==> config.mk <==
export PLATFORM = sky130hd
export DESIGN_NAME = user_selector
export DESIGN_NICKNAME = d
export VERILOG_FILES = /design/src/rtl/user_codes_pkg.sv /design/src/rtl/debouncer.sv /design/src/rtl/user_selector.sv
export SDC_FILE = /design/constraint.sdc
export NUM_CORES = 1
export LEC_CHECK = 0
export ABC_AREA = 1
export CAP_MARGIN = 15
export CORE_MARGIN = 2
export CORE_UTILIZATION = 36
export CTS_CLUSTER_DIAMETER = 50
export CTS_CLUSTER_SIZE = 25
export DETAILED_ROUTE_END_ITERATION = 8
export PLACE_DENSITY_LB_ADDON = 0.1
export SLEW_MARGIN = 20
export SYNTH_ARGS = -nofsm -noshare
export SYNTH_HDL_FRONTEND = slang
export SYNTH_SLANG_ARGS = --single-unit
export TNS_END_PERCENT = 20
==> constraint.sdc <==
create_clock -name Clock -period 1.34 [get_ports Clock]
set_input_delay 0.402 -clock Clock [delete_from_list [all_inputs] [get_ports Clock]]
set_output_delay 0.402 -clock Clock [all_outputs]
set_load 0.02 [all_outputs]
==> src/rtl/user_codes_pkg.sv <==
// Shared code map, FSM state encoding and helpers for the user selector.
package user_codes_pkg;

  localparam logic [2:0] CODE_NEUTRAL   = 3'b000;
  localparam logic [2:0] CODE_USER      = 3'b001;
  localparam logic [2:0] CODE_INVALID   = 3'b010;
  localparam logic [2:0] CODE_TESTER    = 3'b011;
  localparam logic [2:0] CODE_INV_REQ   = 3'b100;
  localparam logic [2:0] CODE_ADMIN     = 3'b101;
  localparam logic [2:0] CODE_GUEST     = 3'b110;
  localparam logic [2:0] CODE_AUTOPILOT = 3'b111;

  typedef enum logic [1:0] {
    ST_IDLE         = 2'd0,
    ST_SHOW_INVALID = 2'd1,
    ST_LOGGED       = 2'd2
  } state_t;

  // True for codes that open (or replace) a session.
  function automatic logic is_valid_user(input logic [2:0] code);
    case (code)
      CODE_USER, CODE_TESTER, CODE_ADMIN, CODE_GUEST, CODE_AUTOPILOT: return 1'b1;
      default: return 1'b0;
    endcase
  endfunction

  // Counter width for a count of n; never narrower than one bit.
  function automatic int cnt_width(input int n);
    return (n > 1) ? $clog2(n) : 1;
  endfunction

endpackage

==> src/rtl/debouncer.sv <==
// Two-flop synchronizer, stability down-counter and rising-edge pulse for one
// raw button. After reset the button must first be seen stably released before
// any press can pulse, so a button held through reset stays silent.
module debouncer
  import user_codes_pkg::*;
#(
  parameter int DEBOUNCE_CYCLES = 4
) (
  input  logic i_clk,
  input  logic i_rst_n,
  input  logic i_btn,
  output logic o_pulse
);

  localparam int CNT_W = cnt_width(DEBOUNCE_CYCLES);
  localparam logic [CNT_W-1:0] CNT_LOAD = CNT_W'(DEBOUNCE_CYCLES - 1);

  logic             r_sync1;
  logic             r_sync2;
  logic [1:0]       r_fill;
  logic             r_armed;
  logic             r_level;
  logic             r_pulse;
  logic [CNT_W-1:0] r_cnt;
  logic             w_real;
  logic             w_change;

  // r_sync2 only carries real button data once both sync flops have refilled.
  assign w_real   = r_fill[1];
  // Before arming, the target is a stable release; afterwards, any level change.
  assign w_change = w_real && (r_armed ? (r_sync2 != r_level) : !r_sync2);
  assign o_pulse  = r_pulse;

  // Synchronize the raw button and track refill after reset.
  always_ff @(posedge i_clk) begin
    if (!i_rst_n) begin
      r_sync1 <= 1'b0;
      r_sync2 <= 1'b0;
      r_fill  <= 2'b00;
    end else begin
      r_sync1 <= i_btn;
      r_sync2 <= r_sync1;
      r_fill  <= {r_fill[0], 1'b1};
    end
  end

  // Accept a level after DEBOUNCE_CYCLES consecutive agreeing samples; pulse on 0->1.
  always_ff @(posedge i_clk) begin
    if (!i_rst_n) begin
      r_cnt   <= '0;
      r_armed <= 1'b0;
      r_level <= 1'b0;
      r_pulse <= 1'b0;
    end else begin
      r_pulse <= 1'b0;
      if (!w_change) begin
        r_cnt <= CNT_LOAD;
      end else if (r_cnt != '0) begin
        r_cnt <= r_cnt - CNT_W'(1);
      end else begin
        r_cnt <= CNT_LOAD;
        if (r_armed) begin
          r_level <= r_sync2;
          r_pulse <= r_sync2;
        end else begin
          r_armed <= 1'b1;
        end
      end
    end
  end

endmodule

==> src/rtl/user_selector.sv <==
// User login selector: debounced Confirm/Logout buttons drive a small session
// FSM whose registered outputs feed the display decoder.
//
// state           | meaning
// ST_IDLE         | no session, User = 000
// ST_SHOW_INVALID | invalid request shown as 010 for INVALID_HOLD cycles
// ST_LOGGED       | session open, User = latched code, Logged = 1
module user_selector
  import user_codes_pkg::*;
#(
  parameter int DEBOUNCE_CYCLES = 4,
  parameter int INVALID_HOLD    = 8,
  parameter int SESSION_CYCLES  = 32
) (
  input  logic       Clock,
  input  logic       Reset_n,
  input  logic [2:0] Switches,
  input  logic       Confirm,
  input  logic       Logout,
  output logic [2:0] User,
  output logic       Logged
);

  localparam int INV_W  = cnt_width(INVALID_HOLD);
  localparam int SESS_W = cnt_width(SESSION_CYCLES);
  localparam logic [INV_W-1:0]  INV_LOAD  = INV_W'(INVALID_HOLD - 1);
  localparam logic [SESS_W-1:0] SESS_LOAD = SESS_W'(SESSION_CYCLES - 1);

  state_t              r_state;
  logic [2:0]          r_user;
  logic                r_logged;
  logic [INV_W-1:0]    r_inv_cnt;
  logic [SESS_W-1:0]   r_sess_cnt;
  logic                w_confirm;
  logic                w_logout;
  logic                w_sw_valid;

  debouncer #(.DEBOUNCE_CYCLES(DEBOUNCE_CYCLES)) u_db_confirm (
    .i_clk   (Clock),
    .i_rst_n (Reset_n),
    .i_btn   (Confirm),
    .o_pulse (w_confirm)
  );

  debouncer #(.DEBOUNCE_CYCLES(DEBOUNCE_CYCLES)) u_db_logout (
    .i_clk   (Clock),
    .i_rst_n (Reset_n),
    .i_btn   (Logout),
    .o_pulse (w_logout)
  );

  assign w_sw_valid = is_valid_user(Switches);
  assign User       = r_user;
  assign Logged     = r_logged;

  // Session FSM; outputs are registered alongside the state. Logout has priority.
  always_ff @(posedge Clock) begin
    if (!Reset_n || w_logout) begin
      r_state    <= ST_IDLE;
      r_user     <= CODE_NEUTRAL;
      r_logged   <= 1'b0;
      r_inv_cnt  <= '0;
      r_sess_cnt <= '0;
    end else begin
      case (r_state)
        ST_IDLE: begin
          if (w_confirm) begin
            if (w_sw_valid) begin
              r_state    <= ST_LOGGED;
              r_user     <= Switches;
              r_logged   <= 1'b1;
              r_sess_cnt <= SESS_LOAD;
            end else if (Switches != CODE_NEUTRAL) begin
              r_state   <= ST_SHOW_INVALID;
              r_user    <= CODE_INVALID;
              r_inv_cnt <= INV_LOAD;
            end
          end
        end
        ST_SHOW_INVALID: begin
          if (r_inv_cnt == '0) begin
            r_state <= ST_IDLE;
            r_user  <= CODE_NEUTRAL;
          end else begin
            r_inv_cnt <= r_inv_cnt - INV_W'(1);
          end
        end
        ST_LOGGED: begin
          if (w_confirm && w_sw_valid) begin
            r_user     <= Switches;
            r_sess_cnt <= SESS_LOAD;
          end else if (r_user == CODE_AUTOPILOT) begin
            r_sess_cnt <= r_sess_cnt;
          end else if (r_sess_cnt == '0) begin
            r_state  <= ST_IDLE;
            r_user   <= CODE_NEUTRAL;
            r_logged <= 1'b0;
          end else begin
            r_sess_cnt <= r_sess_cnt - SESS_W'(1);
          end
        end
        default: begin
          r_state  <= ST_IDLE;
          r_user   <= CODE_NEUTRAL;
          r_logged <= 1'b0;
        end
      endcase
    end
  end

endmodule

==> out/qor.log <==
INFO  status         outcome=finished with violations
INFO  status         violations_in_the_final_reports=negative setup slack
INFO  layout         antenna-diode-count=0
INFO  sta            finalHoldViolCount=0
INFO  floorplan      fp.coreArea=4000squm
INFO  sta            skew=0.00867ns
INFO  power_and_ir_drop power.density=1080nW/um^2
INFO  layout         final_net_count=271
INFO  synth          postSynthNetCount=236
INFO  synth          synth_largest_area_cell=sky130_fd_sc_hd__dfxtp_1
INFO  critical_path  endpoint_kind=flip-flop
INFO  routing        drt_iter0_drc=34
INFO  routing        antenna_violating_nets_post_route=0
INFO  synth          yosys.area.top_type_share=40.0%
INFO  routing        detailroute.via_count=1,348
INFO  floorplan      die_height=68.6um
INFO  sta            setup_viol=9
INFO  critical_path  max_incr_delay_on_cp=0.34ns
INFO  place          detailed_place_hpwl=2120um
INFO  floorplan      die_area=4700squm
INFO  routing        wirelength=2970um
INFO  sta            finalWorstPathRequiredPeriod=1.44ns
INFO  synth          yosys_most_used_dff=sky130_fd_sc_hd__dfxtp_1
INFO  routing        detailroute.wirelength.met2=1320um
INFO  grt            grt.total_usage=14.3%
INFO  critical_path  path_cells=inv_2 > ha_4 > ha_4 > nand3b_1 > o21ai_2 > nand2_2 > inv_4 > nand2_4 > nand2_1 > a21oi_1
INFO  power_and_ir_drop vdd_drop_max=0.944mV
INFO  floorplan      io_pins=11
INFO  place          portBuffers=10
INFO  synth          synth_top_family_by_area=simple AND/OR/NAND/NOR gates
INFO  critical_path  critPathMostFrequentCell=sky130_fd_sc_hd__ha_4
INFO  synth          syn_area_per_cell=6.73squm
INFO  sta            fmax=695MHz
INFO  clock_network  tritoncts=yes
INFO  routing        drc=0
INFO  floorplan      floorplan.die.width=68.6um
INFO  clock_network  clk_path_buf_depth=2
INFO  routing        detail_route.vias_per_cell=4.36
INFO  sta            timing.hold.ws=0.411ns
INFO  clock_network  clk-insertion-delay-late=0.28ns
INFO  grt            grt.overflow.total=0
INFO  synth          synth_sequential_area_ratio=40.0%
INFO  critical_path  critical-path-slowest-cell=sky130_fd_sc_hd__dfxtp_2
INFO  sta            period_share=107%
INFO  synth          yosys-top-cells-area=sky130_fd_sc_hd__dfxtp_1 40%, sky130_fd_sc_hd__nand2_1 16%, sky130_fd_sc_hd__inv_1 10%, sky130_fd_sc_hd__nor2_1 7.2%, sky130_fd_sc_hd__nand3_1 5.7%
INFO  synth          synth-async-reset-ratio=0%
INFO  critical_path  timing.setup.critical_path_class=flip-flop to flip-flop
INFO  sta            tns=-0.507ns
INFO  synth          parity_gate_share_of_the_synthesized_area_counting_xor_and_xnor_cells=1.17%
INFO  clock_network  cts_root_buf=sky130_fd_sc_hd__clkbuf_8
INFO  power_and_ir_drop finalPower=0.00221W
INFO  synth          share_of_synthesized_area_spent_on_multiplexers=0%
INFO  floorplan      initial_core_util=37.5%
INFO  routing        drt_first_pass_iters=4
INFO  synth          ys_types=25
INFO  synth          share_of_the_synthesized_area_in_compound_gates_ao_oa_aoi_oai=6.83%
INFO  clock_network  htreeDepth=2
INFO  clock_network  clkSinkCount=30
INFO  routing        post_drt_wl_per_cell=9.61um
INFO  critical_path  start_kind=flip-flop
INFO  place          place_congestion=0.804
INFO  layout         final_area=2040squm
INFO  sta            worst_pin_slew=0.312ns
INFO  grt            first_global_vias=1,224
INFO  flow_run       maxCapViolCount=0
INFO  critical_path  crit_arrival=1.60ns
INFO  sta            rsz0062_at_grt=true
INFO  sta            number_of_max_slew_violations_in_the_final_report=0
INFO  worst_hold_path hold_class=flip-flop to flip-flop
INFO  grt            maximum_number_of_pins_on_one_net_before_global_route_repair=11
INFO  synth          synth-simple-area-share=35.4%
INFO  grt            first_pass_grt_wire_length=5000um
INFO  layout         area_growth_syn_to_layout=35.6%
INFO  routing        route.top_layer_used=met4
INFO  place          dpl_cell_area=1790squm
INFO  synth          yosysWarningCount=0
INFO  synth          yosys_register_bits=30
INFO  synth          synth_edf_count=0
INFO  floorplan      std_cell_rows=23
INFO  synth          post_synth_fa_ha_maj_area_fraction=5.00%
INFO  clock_network  worst_setup_hold_path_clk_slew=0.07ns
INFO  routing        routedLengthMet1=1500um
INFO  layout         post_route_cells_drive_above_1_share=26.3%
INFO  clock_network  cts_inserted_buffers=5
INFO  power_and_ir_drop power.leakage=1.01nW
INFO  critical_path  critical_path_required=1.50ns
INFO  routing        wl_met3=76um
INFO  sta            timing.slew.headroom=79.1%
INFO  sta            timing.final.ws_setup=-0.0987ns
INFO  grt            antenna_violations_before_repair=0
INFO  critical_path  worst_path_maximum_fanout=4
INFO  synth          syn_inst=223
INFO  synth          synth.cell_area=1500squm
-- cell families (layout without fill, tap and decap cells) --
logic type | Yosys count | in the layout
AO/OA/AOI/OAI | 17 | 17
adder cells (fa/ha/maj) | 6 | 6
AND/OR/NAND/NOR | 123 | 124
buffers and inverters | 45 | 80
flip-flops | 30 | 30
XOR/XNOR | 2 | 2
-- area by class of cell --
cell class | count | area (sq um)
Sequential cell | 30 | 604
Clock buffer | 6 | 82.6
Tap cell | 50 | 62.6
Fill cell | 423 | 1960
Clock inverter | 2 | 60.1
Inverter | 43 | 164
Multi-Input combinational cell | 149 | 835
Timing Repair Buffer | 29 | 228
-- per-layer routing --
layer  vias to the layer above  GRT usage [%]
li1                        753              -
met1                       576           18.5
met2                        11           21.2
met3                         8           3.90
met4                         0           8.75
met5                         -              0
-- critical path, delay by kind of cell (launching register included) --
kind	cells	cell delay [ns]
flip-flops	1	0.34
adder cells (fa/ha/maj)	2	0.29
AND/OR/NAND/NOR	4	0.41
AO/OA/AOI/OAI	2	0.16
buffers and inverters	2	0.13
-- where the power goes --
part | leakage [nW] | internal [W] | switching [W] | total (W)
clock network | 0.0714 | 0.000793 | 0.000349 | 0.00114
logic | 0.689 | 0.0000652 | 0.0000765 | 0.000142
registers | 0.246 | 0.000914 | 0.0000102 | 0.000924
-- cells in the final DEF (no fill, tap or decap), types with 3 or more instances in the layout --
cell type	Yosys	routed
sky130_fd_sc_hd__a21oi_1	7	5
sky130_fd_sc_hd__buf_4	1	19
sky130_fd_sc_hd__clkbuf_2	0	3
sky130_fd_sc_hd__clkbuf_8	0	6
sky130_fd_sc_hd__clkdlybuf4s50_1	0	3
sky130_fd_sc_hd__dfxtp_1	30	27
sky130_fd_sc_hd__dfxtp_2	0	3
sky130_fd_sc_hd__ha_1	6	3
sky130_fd_sc_hd__inv_1	40	37
sky130_fd_sc_hd__inv_2	3	5
sky130_fd_sc_hd__nand2_1	64	57
sky130_fd_sc_hd__nand2_2	3	10
sky130_fd_sc_hd__nand2_4	2	3
sky130_fd_sc_hd__nand3_1	17	16
sky130_fd_sc_hd__nand3b_1	3	3
sky130_fd_sc_hd__nor2_1	29	27
sky130_fd_sc_hd__nor2_4	0	3
-- cells in the mapped netlist (2+ instances only) --
library cell               instances
sky130_fd_sc_hd__dfxtp_1          30
sky130_fd_sc_hd__xor2_1            2
sky130_fd_sc_hd__nand3_1          17
sky130_fd_sc_hd__nand3b_1          3
sky130_fd_sc_hd__o21ai_0           4
sky130_fd_sc_hd__nand2_1          64
sky130_fd_sc_hd__inv_1            40
sky130_fd_sc_hd__nor2_1           29
sky130_fd_sc_hd__a21oi_1           7
sky130_fd_sc_hd__ha_1              6
sky130_fd_sc_hd__inv_2             3
sky130_fd_sc_hd__a31oi_1           2
sky130_fd_sc_hd__nand2_2           3
sky130_fd_sc_hd__nand2_4           2
-- through the flow --
stage	std cells	worst slack, ns	util [%]
2_1_floorplan	223	0.00232	-
3_3_place_gp	299	-0.504	44.8
3_5_place_dp	299	-0.440	44.8
4_1_cts	308	-0.102	49.5
5_1_grt	309	-0.237	50.9
6_report	309	-0.0987	50.9
-- path summary, 6_finish.rpt --
path / start / depth (start not counted) / slack (ns) / to
worst max-delay path: r_inv_cnt[0]$_SDFFE_PP0P_ / 10 / -0.1 / r_inv_cnt[2]$_SDFFE_PP0P_
worst min-delay path: u_db_logout.r_sync1$_SDFF_PN0_ / 2 / 0.41 / u_db_logout.r_sync2$_SDFF_PN0_
worst max register to register: r_inv_cnt[0]$_SDFFE_PP0P_ / 10 / -0.1 / r_inv_cnt[2]$_SDFFE_PP0P_
worst min register to register: u_db_logout.r_sync1$_SDFF_PN0_ / 2 / 0.41 / u_db_logout.r_sync2$_SDFF_PN0_
-- flip-flops by register name, indices dropped and copies added (netlist names), 2 cells and up --
signal              count
r_state                 2
r_inv_cnt               3
User                    3
r_sess_cnt              5
u_db_confirm.r_cnt      2
u_db_logout.r_cnt       2
-- what timing repair did --
item / in CTS / in global routing
pin swaps: 6 / 10
cloned: 0 / 1
hold buffers: 0 / 0
resized for setup: 22 / 24
setup buffers: 1 / 0
setup endpoints to repair: 18 / 17
(Power assumes the default switching activity.)
